--- src/rtl/ks_pluck_feedback.sv ---
`default_nettype none
// +----------------------------------------------------------------------------+
// | ks_pluck_feedback                                                          |
// | Karplus-Strong feedback/excitation stage: averaging low-pass with decay    |
// | gain, LFSR noise burst on pluck, silence detection back to idle.           |
// | Rev 1.0                                                                    |
// +----------------------------------------------------------------------------+
module ks_pluck_feedback #(
  parameter int          SILENCE_THRESH = 4,
  parameter int          SILENCE_CYCLES = 1024,
  parameter logic [15:0] LFSR_SEED      = 16'hACE1
) (
  input  logic               clk,
  input  logic               reset_n,
  input  logic               pluck,
  input  logic [7:0]         pluck_len,
  input  logic [7:0]         amplitude,
  input  logic [7:0]         decay,
  input  logic signed [15:0] dl_q,
  output logic signed [15:0] dl_d,
  output logic signed [15:0] audio_out,
  output logic               busy,
  output logic [1:0]         state
);

  typedef enum logic [1:0] {
    S_IDLE   = 2'd0,
    S_EXCITE = 2'd1,
    S_RING   = 2'd2
  } state_t;

  localparam logic [16:0] c_thresh     = 17'(SILENCE_THRESH);
  localparam logic [15:0] c_sil_cycles = 16'(SILENCE_CYCLES);
  localparam logic [15:0] c_lfsr_taps  = 16'hB400;

  state_t             r_state, w_state_nxt;
  logic signed [15:0] r_prev;
  logic signed [15:0] r_dl_d, w_dl_d_nxt;
  logic [7:0]         r_burst, w_burst_nxt;
  logic [15:0]        r_sil, w_sil_nxt;
  logic [15:0]        r_lfsr, w_lfsr_nxt;

  // Filter datapath
  logic [16:0]        w_sum;
  logic signed [25:0] w_sum_ext, w_decay_ext, w_prod;
  logic signed [15:0] w_y;
  logic [16:0]        w_y_ext, w_y_mag;
  logic               w_silent;
  logic [15:0]        w_sil_inc;

  // Noise datapath
  logic signed [24:0] w_lfsr_ext, w_amp_ext, w_nprod;
  logic signed [15:0] w_noise;
  logic [15:0]        w_lfsr_adv;

  logic [7:0]         w_burst_load;
  logic [19:0]        w_unused_bits;

  assign w_sum       = {dl_q[15], dl_q} + {r_prev[15], r_prev};
  assign w_sum_ext   = {{9{w_sum[16]}}, w_sum};
  assign w_decay_ext = {18'd0, decay};
  assign w_prod      = w_sum_ext * w_decay_ext;
  assign w_y         = w_prod[24:9];

  // 17-bit magnitude so that the most negative value is handled correctly
  assign w_y_ext   = {w_y[15], w_y};
  assign w_y_mag   = w_y[15] ? (~w_y_ext + 17'd1) : w_y_ext;
  assign w_silent  = (w_y_mag <= c_thresh);
  assign w_sil_inc = r_sil + 16'd1;

  assign w_lfsr_ext = {{9{r_lfsr[15]}}, r_lfsr};
  assign w_amp_ext  = {17'd0, amplitude};
  assign w_nprod    = w_lfsr_ext * w_amp_ext;
  assign w_noise    = w_nprod[23:8];
  assign w_lfsr_adv = {1'b0, r_lfsr[15:1]} ^ (r_lfsr[0] ? c_lfsr_taps : 16'd0);

  assign w_burst_load  = (pluck_len == 8'd0) ? 8'd1 : pluck_len;
  assign w_unused_bits = {w_prod[25], w_prod[8:0], w_nprod[24], w_nprod[7:0], w_sum_ext[25]};

  always_ff @(posedge clk) begin
    if (!reset_n) begin
      r_state <= S_IDLE;
      r_prev  <= '0;
      r_dl_d  <= '0;
      r_burst <= '0;
      r_sil   <= '0;
      r_lfsr  <= LFSR_SEED;
    end else begin
      r_state <= w_state_nxt;
      r_prev  <= dl_q;
      r_dl_d  <= w_dl_d_nxt;
      r_burst <= w_burst_nxt;
      r_sil   <= w_sil_nxt;
      r_lfsr  <= w_lfsr_nxt;
    end
  end

  always_comb begin
    w_state_nxt = r_state;
    w_dl_d_nxt  = r_dl_d;
    w_burst_nxt = r_burst;
    w_sil_nxt   = r_sil;
    w_lfsr_nxt  = r_lfsr;
    case (r_state)
      S_IDLE: begin
        w_dl_d_nxt = '0;
        if (pluck) begin
          w_state_nxt = S_EXCITE;
          w_burst_nxt = w_burst_load;
        end
      end
      S_EXCITE: begin
        w_dl_d_nxt  = w_noise;
        w_lfsr_nxt  = w_lfsr_adv;
        w_burst_nxt = r_burst - 8'd1;
        if (r_burst <= 8'd1) begin
          w_state_nxt = S_RING;
          w_sil_nxt   = '0;
        end
      end
      S_RING: begin
        w_dl_d_nxt = w_y;
        w_sil_nxt  = w_silent ? w_sil_inc : 16'd0;
        // A new pluck wins over the silence exit
        if (pluck) begin
          w_state_nxt = S_EXCITE;
          w_burst_nxt = w_burst_load;
        end else if (w_silent && (w_sil_inc == c_sil_cycles)) begin
          w_state_nxt = S_IDLE;
        end
      end
      default: begin
        w_state_nxt = S_IDLE;
        w_dl_d_nxt  = '0;
      end
    endcase
  end

  assign dl_d      = r_dl_d;
  assign audio_out = r_dl_d;
  assign busy      = (r_state != S_IDLE);
  assign state     = r_state;

endmodule
`default_nettype wire

--- config.mk ---
export PLATFORM = sky130hd
export DESIGN_NAME = ks_pluck_feedback
export DESIGN_NICKNAME = d
export VERILOG_FILES = /design/src/rtl/ks_pluck_feedback.sv
export SDC_FILE = /design/constraint.sdc
export NUM_CORES = 1
export LEC_CHECK = 0
export ABC_AREA = 1
export CAP_MARGIN = 25
export CORE_MARGIN = 5
export CORE_UTILIZATION = 60
export DETAILED_ROUTE_END_ITERATION = 7
export DONT_BUFFER_PORTS = 1
export PLACE_DENSITY = 0.83
export SYNTH_ARGS = -nofsm -noshare
export SYNTH_HDL_FRONTEND = slang
export SYNTH_SLANG_ARGS = --single-unit
--- constraint.sdc ---
create_clock -name clk -period 17.4 [get_ports clk]
set_clock_uncertainty 0.2 [all_clocks]
set_input_delay 1.74 -clock clk [delete_from_list [all_inputs] [get_ports clk]]
set_output_delay 1.74 -clock clk [all_outputs]
set_load 0.005 [all_outputs]
## After elaboration in Yosys (flattened, before gate mapping)

Index checks and enable logic that the tools add are counted.
W data, S select, Z words.

| word-level totals | value |
|---|---|
| bits in registers | 74 |
| input bits | 43 |
| output and inout bits | 35 |

| cells by class | value |
|---|---|
| add/sub/neg operators | 4 |
| $mul | 2 |
| $lt $le $gt $ge | 2 |
| eq/ne operators | 7 |
| mux-type cells | 14 |
| bitwise operators | 2 |
| reduce and logical (&&, ||, !) cells | 10 |

Operators by type and width:

| operator | count |
|---|---|
| $pmux W16 S2 | 2 |
| $mux W16 | 3 |
| $mul A17 B9 Y25 | 1 |
| $mul A16 B9 Y24 | 1 |
| $add A16 B16 Y17 | 1 |
| $add A17 B1 Y17 const B | 1 |
| $le A17 B3 Y1 const B | 1 |
| $mux W17 | 1 |
| $not A17 Y17 | 1 |
| $add A16 B1 Y16 const B | 1 |
| $eq A16 B11 Y1 const B | 1 |
| $mux W8 | 2 |
| $pmux W8 S2 | 1 |
| $xor A15 B16 Y16 | 1 |
| $le A8 B1 Y1 const B | 1 |
| $logic_not A8 Y1 | 1 |
| $mux W2 | 4 |
| $sub A8 B1 Y8 const B | 1 |
| $pmux W2 S3 | 1 |
| $reduce_bool A2 Y1 | 3 |
| $ne A2 B2 Y1 const B | 2 |
| $reduce_and A2 Y1 | 2 |
| $ne A3 B3 Y1 const B | 1 |
| $reduce_and A3 Y1 | 1 |
| 6 further kinds | 6 |

## Longest topological paths before layout

Gate-level depths: netlist of run 1.

| logic depth | value |
|---|---|
| depth after elaboration | 10 |
| depth in mapped cells | 48 |
| gate-level depth less buffers | 48 |

## Worst setup path before layout of run 1

OpenSTA, ideal clock, no wires.

| timing | value |
|---|---|
| kind | input port to flip-flop |
| from | in dl_q[0] |
| to | reg r_sil[11] |
| library setup time | 0.065 ns |
| arrival | 8.202 ns |
| slack | 8.933 ns |
| stages | 43 |
| path buffers | 2 |
| cell sequence | ha_1 -> inv_1 -> fa_1 -> o21ai_1 -> a21oi_1 -> o21bai_1 -> a21oi_1 -> o21ai_1 -> nand2_1 -> nand2_1 -> a21oi_1 -> o21ai_1 -> nand3_1 -> nand2_1 -> xor2_1 -> inv_1 -> nor2_1 -> fa_1 -> [7 not listed] -> nor2_1 -> nand2_1 -> nor2_1 -> nand2_1 -> nand3_2 -> nand2_1 -> nand2_4 -> buf_6 -> nand3_1 -> nand2_1 -> inv_1 -> nor2_1 -> nand2_1 -> nor2_2 -> nand4_4 -> buf_6 -> o21a_1 -> nor2_1 |

| between the ends | value |
|---|---|
| longest elaborated chain between the ends | 8 |

Ends and longest elaborated chain:

| what | RTL line | source |
|---|---|---|
| start, declared | 19 | `input logic signed [15:0] dl_q,` |
| $add A16 B16 Y17 (*) | 59 | `assign w_sum = {dl_q[15], dl_q} + {r_prev[15], r_prev};` |
| $mul A17 B9 Y25 (*) | 62 | `assign w_prod = w_sum_ext * w_decay_ext;` |
| $not A17 Y17 | 67 | `assign w_y_mag = w_y[15] ? (~w_y_ext + 17'd1) : w_y_ext;` |
| $add A17 B1 Y17 | 67 |  |
| $mux W17 (*) | 67 |  |
| $le A17 B3 Y1 (*) | 68 | `assign w_silent = (w_y_mag <= c_thresh);` |
| $mux W16 (*) | 123 | `w_sil_nxt = w_silent ? w_sil_inc : 16'd0;` |
| $pmux W16 S2 (*) | 104 | `case (r_state)` |
| end signal, assigned | 93 | `r_sil <= w_sil_nxt;` |
| end, declared | 40 | `logic [15:0] r_sil, w_sil_nxt;` |

Mark *: on every way between the ends. The rest lies on a longest branch, timed or not.
A chain may end at the register's enable or synchronous reset.

## Worst setup path after layout of run 1

| timing | value |
|---|---|
| from | in dl_q[0] |
| to | reg r_sil[2] |

The elaborated chain is that of the path after synthesis.

==> results of run 1 <==
synthesized netlist by cell type, types with 2 or more instances:
cell      count
xnor2_1      13
ha_1        112
nand2_2      10
nand2_1     500
nor3_1        8
o21ai_1       4
dfxtp_1      74
nor2_2        6
nand3_1      59
xor2_1       23
nor2_4        2
a21o_1        4
o21bai_1      3
o22ai_1       3
nor2_1      146
nand3_2       6
nand3b_1      3
fa_1        206
a211oi_1      5
clkinv_1      3
inv_2         3
buf_4        19
o21a_1       13
buf_6         2
o21ai_0      53
a21oi_1      93
clkbuf_1     56
or2_2         8
a31oi_1       3
nand2_4       2
inv_1       494
nand4_1       9
sequential cells by signal, summed over array words and instances, names as in the netlist:
name	cells
audio_out	16
state	2
r_sil	16
r_prev	16
r_lfsr	16
r_burst	8
critical path, delay by kind of cell:
kind	cells	cell delay, ns
AOI/OAI and AO/OA	8	1.19
and+or+nand+nor	21	2.37
buffers and inverters	5	0.50
adders and majority gates	7	2.94
xor gates and xnor gates	1	0.35
routing by layer:
metal  vias up  global-route usage  part of all wire
met5         -                   0           0.00022
met4         2              0.0634             0.020
met1      5634               0.336              0.42
met2       409               0.431              0.49
li1       5655                   -                 -
met3        65              0.0403             0.071
cell families (layout without fill, tap and decap cells):
logic type	count (synthesis)	count (layout)	synth area share
compound gates	192	192	0.0772
buf+inv	577	516	0.163
simple gates	766	766	0.229
xor+xnor	37	37	0.0240
flops	74	74	0.107
fa+ha+maj	318	318	0.400
stage by stage:
stage | cells | util | area [um2]
after floorplan | 1964 | - | 13800
after global placement | 2172 | 0.610 | 13800
after detailed placement | 2172 | 0.610 | 13800
after CTS | 2188 | 0.624 | 14100
after global routing | 2188 | 0.624 | 14100
final | 2188 | 0.624 | 14100
path summary, 6_finish.rpt:
check	end	slack, ns	cells after the start
setup reg to reg	r_sil[2]$_SDFFE_PN0P_	9.44	42
hold / removal	r_burst[5]$_SDFFE_PN0P_	0.31	2
setup / recovery	r_sil[2]$_SDFFE_PN0P_	8.37	42
hold reg to reg	r_burst[5]$_SDFFE_PN0P_	0.31	2
cell type report:
cell class | count | area (um2) | share of cell area
Multi-Input combinational cell | 1313 | 10100 | 0.714
Inverter | 500 | 1880 | 0.133
Sequential cell | 74 | 1480 | 0.105
Tap cell | 285 | 357 | 0.0252
Clock buffer | 9 | 225 | 0.0159
Clock inverter | 7 | 101 | 0.00717
==> results.cfg, run 1 <==
[status]
outcome = complete, no violations

[floorplanning]
die_x_um = 162
core_region_area_um2 = 22600
floorplan.io_pins = 78
die_area_um2 = 26200
die_height_um = 162
std_cell_rows = 55
initial_core_util = 0.611

[synthesis]
synth_enable_flop_cells = 0
netlist_instances = 1964
asyncSetResetFlopFracSynth = 0
postSynth.topFlopCell = dfxtp_1
postSynthRegisterBits = 74
synth.distinct_cells = 51
post_synth.cell_area_avg_um2 = 7.04
synth_area_um2 = 13800
synth.area.top_cells = fa_1, nand2_1, inv_1, dfxtp_1, ha_1
yosysSeqAreaShare = 0.107
yosysTopAreaCellShare = 0.298
synth.yosys.warnings = 0
synth.net_count = 2325
synth_top_cell_by_area = fa_1

[clock_network]
cts_tree = done
insertion_delay_ns = 0.36
numCtsBuffers = 9
cts_root_buffer = clkbuf_16
post-cts-setup-buffer-count = 0
cts_num_sinks = 74
clkTransAtPathRegs_ns = 0.06
cts_buffer_depth = 2
ctsHoldBuffers = 0
h-tree-depth = 3
cts_repair_resize_count = 0

[worst_setup_path]
start_kind = primary input
worst-endpoint-required_ns = 17.47
worst_ep_arrival_time_ns = 9.10
worst_r2r_startpoint = r_prev[0]$_SDFF_PN0_
timing.critical_path.to_type = flip-flop
path_max_fanout = 17
crit_top_cell = nand2_1
timing.critical_path.slowest_stage_cell = fa_1
first_element_of_the_critical_path = dl_q[0]
highest_cell_delay_on_the_worst_timing_path_ns = 0.55
critical_path_class = primary input to flip-flop

[detailed_routing]
initialDrtViolationCount = 856
detail_route_antenna_nets = 0
totalWireLength_mm = 31.5
remaining_drc_errors = 0
route.vias.total = 11800
routedWlPerCell_um = 14.4
drt_pass1_iterations = 6
routed_via_density = 5.38

[timing]
finalHoldWorstSlack_ns = 0.308
setup_ws_ns = 8.37
timing.final.max_slew_violations = 0
setup_viol_count_final = 0
timing_hold_violations_final = 0
finalWorstPathRequiredPeriod_ns = 9.03
worstMarginPinSlew_ns = 1.05
timing.max_slew.rel_slack = 0.296
clock.fmax_mhz = 111
totalNegativeSetupSlack_ns = 0
setup_repair_after_global_routing_missed_its_margin = no
layout_worst_path_cycle_share = 0.519

[placed_design]
numPortBuffers = 0
post-dp-hpwl_mm = 25.7
globalplace.congestion = 0.929
placement.setup.worst_slack_ns = 8.14

[cells_and_area]
fill_cells = 1973
most-common-layout-cells = nand2_1, inv_1, fa_1, nor2_1, ha_1
insertedDiodeCount = 0
post_route_cells_drive_above_1_share = 0.0305
layout.cells.most_common = nand2_1
nets = 2259
syn_to_final_growth_pct = 2.23

[grt]
grt_start_max_net_pins = 40
grtUsageTotal = 0.252
antenna_violations_before_repair = 1
wire_length_of_the_first_global_routing_pass_mm = 54.9
grt.overflow.total = 0
vias_in_the_first_global_route = 12000

[flow_run]
drv_cap = 0

[hold_path]
hp-class = flip-flop to flip-flop
hold_start = r_burst[5]$_SDFFE_PN0P_
Power of run 1 is left out: the tool's default activity adds up to more than one toggle a clock period on the data nets, which glitch-free logic cannot reach.
==> run 2: changes to the inputs <==
- clock period: 17.4 -> 8.75 ns (I/O delays scaled with it)
==> run 2 against run 1 <==
Effect of this change:
- die area is the same
- cell area grew 0.40%
- clock-buffer cell count is the same
- sequential share of layout area is essentially flat
- cell count grew 0.23%
- hold slack is essentially flat
- via count grew 1.0%
==> results.cfg, run 2 (synthesis gave the netlist of run 1 again) <==
[timing]
timing.max_slew.rel_slack = 0.501
layout_worst_path_cycle_share = 0.920
finalWorstPathRequiredPeriod_ns = 8.05
worstMarginPinSlew_ns = 0.747
clock.fmax_mhz = 124
setup_viol_count_final = 0
timing_hold_violations_final = 0
finalHoldWorstSlack_ns = 0.309
totalNegativeSetupSlack_ns = 0
timing.final.max_slew_violations = 0

[detailed_routing]
route.vias.total = 11900
initialDrtViolationCount = 871
routed_via_density = 5.42
totalWireLength_mm = 32.3
routedWlPerCell_um = 14.7
detail_route_antenna_nets = 0
remaining_drc_errors = 0
drt_pass1_iterations = 8

[worst_setup_path]
timing.critical_path.to_type = flip-flop
worst-endpoint-required_ns = 8.83
timing.critical_path.slowest_stage_cell = fa_1
highest_cell_delay_on_the_worst_timing_path_ns = 0.53
crit_top_cell = nand2_1
critical_path_class = primary input to flip-flop
worst_ep_arrival_time_ns = 8.13
path_max_fanout = 17
start_kind = primary input
path_delay_family = adder cells
timing.critical_path.buf_inv = 6

[cells_and_area]
most-common-layout-cells = nand2_1, inv_1, fa_1, nor2_1, ha_1
post_route_cells_drive_above_1_share = 0.0362
syn_to_final_growth_pct = 2.63
nets = 2264
layout.cells.most_common = nand2_1
insertedDiodeCount = 0
postLayoutCoreUtil = 0.627
finish.cell_count_without_fillers = 2193

[clock_network]
cts_buffer_depth = 2
numCtsBuffers = 9
insertion_delay_ns = 0.36
cts_root_buffer = clkbuf_16
cts_tree = done
h-tree-depth = 3
cts_num_sinks = 74
clkTransAtPathRegs_ns = 0.06
ctsHoldBuffers = 0

[grt]
grt_start_max_net_pins = 40
vias_in_the_first_global_route = 12300
wire_length_of_the_first_global_routing_pass_mm = 55.9
antenna_violations_before_repair = 1
grt.overflow.total = 0
grtUsageTotal = 0.255

[status]
outcome = complete, no violations

[floorplanning]
core_region_area_um2 = 22600
std_cell_rows = 55
die_height_um = 162
die_x_um = 162
floorplan.io_pins = 78
die_area_um2 = 26200
initial_core_util = 0.611

[hold_path]
hp-class = flip-flop to flip-flop

[placed_design]
globalplace.congestion = 0.929
numPortBuffers = 0
numPlacedInstances = 2172
post-dp-hpwl_mm = 25.9

[flow_run]
drv_cap = 0
-- run 2: per-layer routing --
layer | track usage | vias up | share of wire
met4 | 0.0727 | 2 | 0.022
met3 | 0.0487 | 75 | 0.082
li1 | - | 5661 | -
met5 | 0 | - | 0.00022
met2 | 0.443 | 482 | 0.49
met1 | 0.325 | 5668 | 0.40
-- run 2: path summary, 6_finish.rpt --
path	start	to	slack [ns]	cells past startpoint
hold reg to reg	r_burst[5]$_SDFFE_PN0P_	r_burst[5]$_SDFFE_PN0P_	0.31	2
setup reg to reg	r_prev[0]$_SDFF_PN0_	r_sil[13]$_SDFFE_PN0P_	0.90	42
hold / removal	r_burst[5]$_SDFFE_PN0P_	r_burst[5]$_SDFFE_PN0P_	0.31	2
setup / recovery	dl_q[0]	r_sil[13]$_SDFFE_PN0P_	0.70	42
-- run 2: layout make-up --
cell class,instances,area [um2]
clock inverters,7,76.3
clock buffers,9,225
flip-flops and latches,74,1480
repair buffers,4,37.5
fillers,1954,8450
multi-input cells,1314,10100
well taps,285,357
inverters,500,1880
-- run 2: worst min-delay path, delay by kind of cell, from the launching register on --
kind            cells  cell delay [ns]
flops               1             0.33
compound gates      1             0.06
simple gates        1             0.07
-- run 2: metrics by stage --
step,area [um2],setup WS [ns]
floorplan,13800,1.15
global placement,13800,0.542
detailed placement,13800,0.324
CTS,14100,0.638
global route,14200,-0.0239
finish,14200,0.699
-- run 2: timing repair --
item	in CTS	in global routing
setup buffers	0	3
resized for setup	0	8
hold endpoints to repair	0	0
endpoints found under the setup margin	0	18
Power of run 2 is left out for the same reason.
